**src/rtl/dac_btn_ctrl_if.sv**
```systemverilog
// DAC write request channel: one value per request, held until the consumer acks.
interface dac_btn_ctrl_if;
    logic       wr_req;
    logic       wr_ch;
    logic [7:0] wr_data;
    logic       wr_ack;

    modport master (output wr_req, output wr_ch, output wr_data, input wr_ack);
    modport slave  (input wr_req, input wr_ch, input wr_data, output wr_ack);
endinterface

```
**src/rtl/dac_btn_ctrl.sv**
```systemverilog
// Debounced buttons step two saturating 8-bit channels; changes are forwarded over req/ack.
// Press to wr_req: DB_CYCLES+4 edges when idle; presses during an unacked request coalesce.
module dac_btn_ctrl #(
    parameter int DB_CYCLES = 1000000,
    parameter int DB_W      = 20
) (
    input  logic                  clk,
    input  logic                  rst,
    input  logic [5:0]            btn,
    input  logic                  add_sel,
    dac_btn_ctrl_if.master        wr,
    output logic [7:0]            led_out
);

    localparam logic [DB_W-1:0] DB_LAST = DB_W'(DB_CYCLES - 1);

    typedef enum logic {
        ST_IDLE,
        ST_REQ
    } state_t;

    logic [5:0]      s1_q, s2_q;
    logic [5:0]      deb_q, deb_d;
    logic [5:0]      deb_dly_q;
    logic [5:0]      press_q;
    logic [DB_W-1:0] cnt_q [6];
    logic [DB_W-1:0] cnt_d [6];

    state_t          state_q, state_d;
    logic            req_q, req_d;
    logic            ch_q, ch_d;
    logic [7:0]      data_q, data_d;
    logic [7:0]      val_a_q, val_a_d;
    logic [7:0]      val_b_q, val_b_d;
    logic            dirty_a_q, dirty_a_d;
    logic            dirty_b_q, dirty_b_d;

    logic            step_vld;
    logic            step_up;
    logic [7:0]      step_mag;
    logic [7:0]      tgt_val;
    logic [8:0]      sum9, diff9;
    logic [7:0]      new_val;

    // A level is accepted only after DB_CYCLES consecutive samples disagree with it.
    always_comb begin
        deb_d = deb_q;
        for (int i = 0; i < 6; i++) begin
            cnt_d[i] = '0;
            if (s2_q[i] != deb_q[i]) begin
                if (cnt_q[i] == DB_LAST) begin
                    deb_d[i] = s2_q[i];
                end else begin
                    cnt_d[i] = cnt_q[i] + DB_W'(1);
                end
            end
        end
    end

    always_ff @(posedge clk) begin
        if (rst) begin
            s1_q      <= '0;
            s2_q      <= '0;
            deb_q     <= '0;
            deb_dly_q <= '0;
            press_q   <= '0;
            for (int i = 0; i < 6; i++) begin
                cnt_q[i] <= '0;
            end
        end else begin
            s1_q      <= btn;
            s2_q      <= s1_q;
            deb_q     <= deb_d;
            deb_dly_q <= deb_q;
            press_q   <= deb_q & ~deb_dly_q;
            for (int i = 0; i < 6; i++) begin
                cnt_q[i] <= cnt_d[i];
            end
        end
    end

    // Highest-index press wins when several land in the same cycle.
    always_comb begin
        step_vld = |press_q;
        step_up  = 1'b0;
        step_mag = 8'd0;
        if (press_q[5]) begin
            step_up  = 1'b1;
            step_mag = 8'd1;
        end else if (press_q[4]) begin
            step_up  = 1'b1;
            step_mag = 8'd16;
        end else if (press_q[3]) begin
            step_up  = 1'b1;
            step_mag = 8'd64;
        end else if (press_q[2]) begin
            step_mag = 8'd1;
        end else if (press_q[1]) begin
            step_mag = 8'd16;
        end else if (press_q[0]) begin
            step_mag = 8'd64;
        end
    end

    always_comb begin
        tgt_val = add_sel ? val_b_q : val_a_q;
        sum9    = {1'b0, tgt_val} + {1'b0, step_mag};
        diff9   = {1'b0, tgt_val} - {1'b0, step_mag};
        if (step_up) begin
            new_val = sum9[8] ? 8'hFF : sum9[7:0];
        end else begin
            new_val = diff9[8] ? 8'h00 : diff9[7:0];
        end
    end

    // Dirty drops when a value is captured, so any press after capture (up to and
    // including the ack edge) leaves it set and triggers a follow-up write.
    always_comb begin
        state_d   = state_q;
        req_d     = req_q;
        ch_d      = ch_q;
        data_d    = data_q;
        val_a_d   = val_a_q;
        val_b_d   = val_b_q;
        dirty_a_d = dirty_a_q;
        dirty_b_d = dirty_b_q;

        case (state_q)
            ST_IDLE: begin
                if (dirty_a_q) begin
                    state_d   = ST_REQ;
                    req_d     = 1'b1;
                    ch_d      = 1'b0;
                    data_d    = val_a_q;
                    dirty_a_d = 1'b0;
                end else if (dirty_b_q) begin
                    state_d   = ST_REQ;
                    req_d     = 1'b1;
                    ch_d      = 1'b1;
                    data_d    = val_b_q;
                    dirty_b_d = 1'b0;
                end
            end
            ST_REQ: begin
                if (wr.wr_ack) begin
                    state_d = ST_IDLE;
                    req_d   = 1'b0;
                end
            end
            default: begin
                state_d = ST_IDLE;
                req_d   = 1'b0;
            end
        endcase

        if (step_vld) begin
            if (add_sel) begin
                val_b_d   = new_val;
                dirty_b_d = 1'b1;
            end else begin
                val_a_d   = new_val;
                dirty_a_d = 1'b1;
            end
        end
    end

    always_ff @(posedge clk) begin
        if (rst) begin
            state_q   <= ST_IDLE;
            req_q     <= 1'b0;
            ch_q      <= 1'b0;
            data_q    <= 8'd0;
            val_a_q   <= 8'd0;
            val_b_q   <= 8'd0;
            dirty_a_q <= 1'b1;
            dirty_b_q <= 1'b1;
        end else begin
            state_q   <= state_d;
            req_q     <= req_d;
            ch_q      <= ch_d;
            data_q    <= data_d;
            val_a_q   <= val_a_d;
            val_b_q   <= val_b_d;
            dirty_a_q <= dirty_a_d;
            dirty_b_q <= dirty_b_d;
        end
    end

    assign wr.wr_req  = req_q;
    assign wr.wr_ch   = ch_q;
    assign wr.wr_data = data_q;
    assign led_out    = add_sel ? val_b_q : val_a_q;

endmodule

```
**src/flat_wrapper.sv**
```systemverilog
// flat-port wrapper written by rule: the top's interface ports become plain ports
module dac_btn_ctrl_flat 
#(
    parameter int DB_CYCLES = 1000000,
    parameter int DB_W      = 20
)
  (clk, rst, btn, add_sel, led_out, wr_wr_req, wr_wr_ch, wr_wr_data, wr_wr_ack);
  dac_btn_ctrl_if wr_i ();
  input  logic clk;
  input  logic rst;
  input  logic [5:0] btn;
  input  logic add_sel;
  output logic [7:0] led_out;
  output wire logic [$bits(wr_i.wr_req)-1:0] wr_wr_req;
  output wire logic [$bits(wr_i.wr_ch)-1:0] wr_wr_ch;
  output wire logic [$bits(wr_i.wr_data)-1:0] wr_wr_data;
  input wire logic [$bits(wr_i.wr_ack)-1:0] wr_wr_ack;
  assign wr_wr_req = wr_i.wr_req;
  assign wr_wr_ch = wr_i.wr_ch;
  assign wr_wr_data = wr_i.wr_data;
  assign wr_i.wr_ack = wr_wr_ack;
  dac_btn_ctrl #(.DB_CYCLES(DB_CYCLES), .DB_W(DB_W)) u_core (.clk(clk), .rst(rst), .btn(btn), .add_sel(add_sel), .wr(wr_i), .led_out(led_out));
endmodule
```
**config.mk**
```make
export PLATFORM = sky130hd
export DESIGN_NAME = dac_btn_ctrl_flat
export DESIGN_NICKNAME = d
export VERILOG_FILES = /design/src/rtl/dac_btn_ctrl_if.sv /design/src/rtl/dac_btn_ctrl.sv /design/src/flat_wrapper.sv
export SDC_FILE = /design/constraint.sdc
export NUM_CORES = 1
export LEC_CHECK = 0
export ABC_AREA = 1
export CORE_MARGIN = 2
export CORE_UTILIZATION = 23
export DETAILED_ROUTE_END_ITERATION = 8
export GPL_TIMING_DRIVEN = 0
export PLACE_DENSITY_LB_ADDON = 0.15
export SLEW_MARGIN = 20
export SYNTH_ARGS = -nofsm -noshare
export SYNTH_HDL_FRONTEND = slang
export SYNTH_SLANG_ARGS = --single-unit
```
**constraint.sdc**
```tcl
create_clock -name clk -period 3.25 [get_ports clk]
set_clock_uncertainty 0.2 [all_clocks]
set_input_delay 0.975 -clock clk [delete_from_list [all_inputs] [get_ports clk]]
set_output_delay 0.975 -clock clk [all_outputs]
set_load 0.005 [all_outputs]
```
==> qor.yml <==
power:
  p_leak_uw: 0.00373
  ir_drop_mv: 0.314
  power_density_mw_per_mm2: 445
yosys:
  yosys_warnings: 0
  synthFlopType: "dfxtp_1"
  ys_seq_elements: 179
  netlist_area_mm2: 0.00854
  syn_area_per_cell_um2: 7.12
  syn_inst: 1200
  synth_top_area_share_pct: 42.0
  synth_edf_count: 0
  ys_seq_area_share_pct: 42.0
  async_flop_share_pct: 0
  synthesis.nets: 1224
  synthTopCellsByArea: "dfxtp_1 42%, nand2_1 12%, nor2_1 7.5%, inv_1 7.0%, nand3_1 3.6%"
  synthDistinctLibCells: 44
  synth_top_area_cell: "dfxtp_1"
run_status:
  status: "finished, final reports clean"
place:
  hpwlAfterDp_mm: 14.6
  gp_routability_congestion: 0.768
  io_buffers: 26
  dp_slack_ns: -0.832
  place_area_mm2: 0.00938
floorplanning:
  core_region_area_mm2: 0.0366
  fp.dieArea_mm2: 0.0387
  placementRows: 70
  start_util_pct: 23.3
  die_h_um: 197
  die_x_um: 197
  num_io_pins: 28
grt:
  antenna_found_initial: 1
  grt-ovfl-total: 0
  grt_max_degree: 18
  grtUsageTotal_pct: 10.7
  grt_pass1_vias: 7064
  grt_pass1_wl_mm: 33.8
final_layout:
  design_area_mm2: 0.0101
  multiInputGateArea_mm2: 0.00425
  utilization_pct: 27.5
  register_area_mm2: 0.00358
  drive_above_1_share_pct: 9.25
  fin_nets: 1276
  syn_to_final_growth_pct: 17.8
  fillCellCount: 4011
  diodes: 0
detailed_routing:
  vias: 7351
  route.detailed.drc: 0
  dr.pass1.iters: 6
  ant_nets: 0
  viasPerCell: 4.24
  wl_mm: 19.6
  wl_per_cell_um: 11.3
  drt_iter0_markers: 304
worst_setup_path:
  startpoint_type: "input port"
  worstPathMaxFanout: 7
  worst_ep_required_time_ns: 2.07
  crit_type: "input port to output port"
  critPathArrivalTime_ns: 1.99
  cp-end-kind: "output port"
clock_tree:
  cts_tree: "done"
  htreeDepth: 4
  cts_buffers: 17
  clkTransAtPathRegs_ns: 0.07
  cts_root_buf: "clkbuf_16"
  cts_buffer_depth: 2
  cts_sinks: 179
  cts_hold_buf: 0
  clock_latency_ns: 0.44
timing:
  rsz0062_at_grt: "false"
  tightest_slew_ns: 0.561
  fin_ws_ns: 0.0809
  finalCritPeriodShare_pct: 97.5
  relSlewSlack_pct: 62.5
  report.final.slew_viol_count: 0
  hold_viol: 0
  period_minus_slack_ns: 3.17
  fmax_mhz: 316
  setup_viol: 0
  holdWs_ns: 0.191
hold_path:
  min_path_type: "register to register"
run:
  drv_cap: 0
power by group:
part	internal (µW)	switching, µW
registers	2220	15.2
clock network	1100	960
logic	71.2	109
path summary, 6_finish.rpt:
| path | startpoint | end | slack [ns] | cells after the start |
|---|---|---|---|---|
| setup reg to reg | u_core.press_q[3] | u_core.val_b_q[6] | 0.89 | 14 |
| hold / removal | u_core.deb_dly_q[3] | u_core.press_q[3] | 0.19 | 1 |
| setup / recovery | add_sel | led_out[7] | 0.08 | 8 |
| hold reg to reg | u_core.deb_dly_q[3] | u_core.press_q[3] | 0.19 | 1 |
critical path, cell delays in order:
cell and delay (ns):
clkdlybuf4s15_2 0.22, inv_2 0.06, buf_8 0.13, buf_4 0.14
nand2_2 0.07, nand2_4 0.09, inv_4 0.09, clkdlybuf4s15_1 0.21
through the flow:
| step | instances | power, µW | TNS [ns] |
|---|---|---|---|
| 2_1_floorplan | 1200 | 2380 | 0 |
| 3_5_place_dp | 1694 | 2460 | -13.30 |
| 4_1_cts | 1733 | 4550 | -0.0529 |
| 6_report | 1733 | 4470 | 0 |
| 3_3_place_gp | 1694 | 2460 | -13.38 |
| 5_1_grt | 1733 | 4690 | 0 |
final cells by class:
cell class                 instances  area share, %
inverter                         164           6.14
clock inverter                    14           1.36
clock buffer                      18           4.37
timing repair buffer              33           3.18
sequential                       179           35.6
buffer                            21           1.29
tap                              468           5.82
multi-input combinational        836           42.2
sequential cells by signal, indices dropped and copies added (netlist names):
register and count:
u_core.cnt_q 120, u_core.deb_dly_q 6, u_core.deb_q 6, u_core.dirty_a_q 1
u_core.dirty_b_q 1, u_core.press_q 6, u_core.s1_q 6, u_core.s2_q 6
u_core.state_q 1, u_core.val_a_q 8, u_core.val_b_q 8, u_core.wr.wr_ch 1
u_core.wr.wr_data 8, u_core.wr.wr_req 1
cell families (layout without fill, tap and decap cells):
| kind of cell | Yosys count | after routing | synth area share, % |
|---|---|---|---|
| DFF | 179 | 179 | 42.0 |
| buffers and inverters | 185 | 250 | 8.65 |
| and+or+nand+nor | 674 | 674 | 36.2 |
| xor gates and xnor gates | 38 | 38 | 3.90 |
| AOI/OAI and AO/OA | 110 | 110 | 7.22 |
| adders and majority gates | 14 | 14 | 2.05 |
placed cells by master, fill, tap and decap left out, types with 15 or more instances in the layout:
cell type / count
nand2_1: 267
dfxtp_1: 179
nor2_1: 170
inv_1: 158
nand3_1: 61
nor3_1: 58
a21oi_1: 54
nand4_1: 29
xor2_1: 27
o21ai_0: 24
clkbuf_16: 17
clkdlybuf4s50_1: 17
nand2_2: 15
routing by layer:
metal | share of wire (%) | GRT usage [%] | up-vias
li1 | - | - | 3950
met1 | 52 | 13.9 | 3316
met2 | 44 | 17.8 | 66
met3 | 2.4 | 2.09 | 17
met4 | 1.3 | 3.68 | 2
met5 | 0.056 | 0 | -
cells in the mapped netlist (all sizes together), types with 5 or more instances:
cell type  number
nand2         288
nor3b          14
xnor2          11
clkbuf          6
or2             7
xor2           27
o21ai          31
nor2          188
nor4           13
a211oi          5
ha             14
inv           162
nor3           62
nand3          64
buf            15
nand4          30
a21oi          55
dfxtp         179
a31oi          11
timing repair:
action                     4_1_cts  5_1_grt
pin swaps                        5        0
resized for setup               19        6
setup buffers                    7        0
setup endpoints to repair       24        5
(Power assumes the default switching activity.)
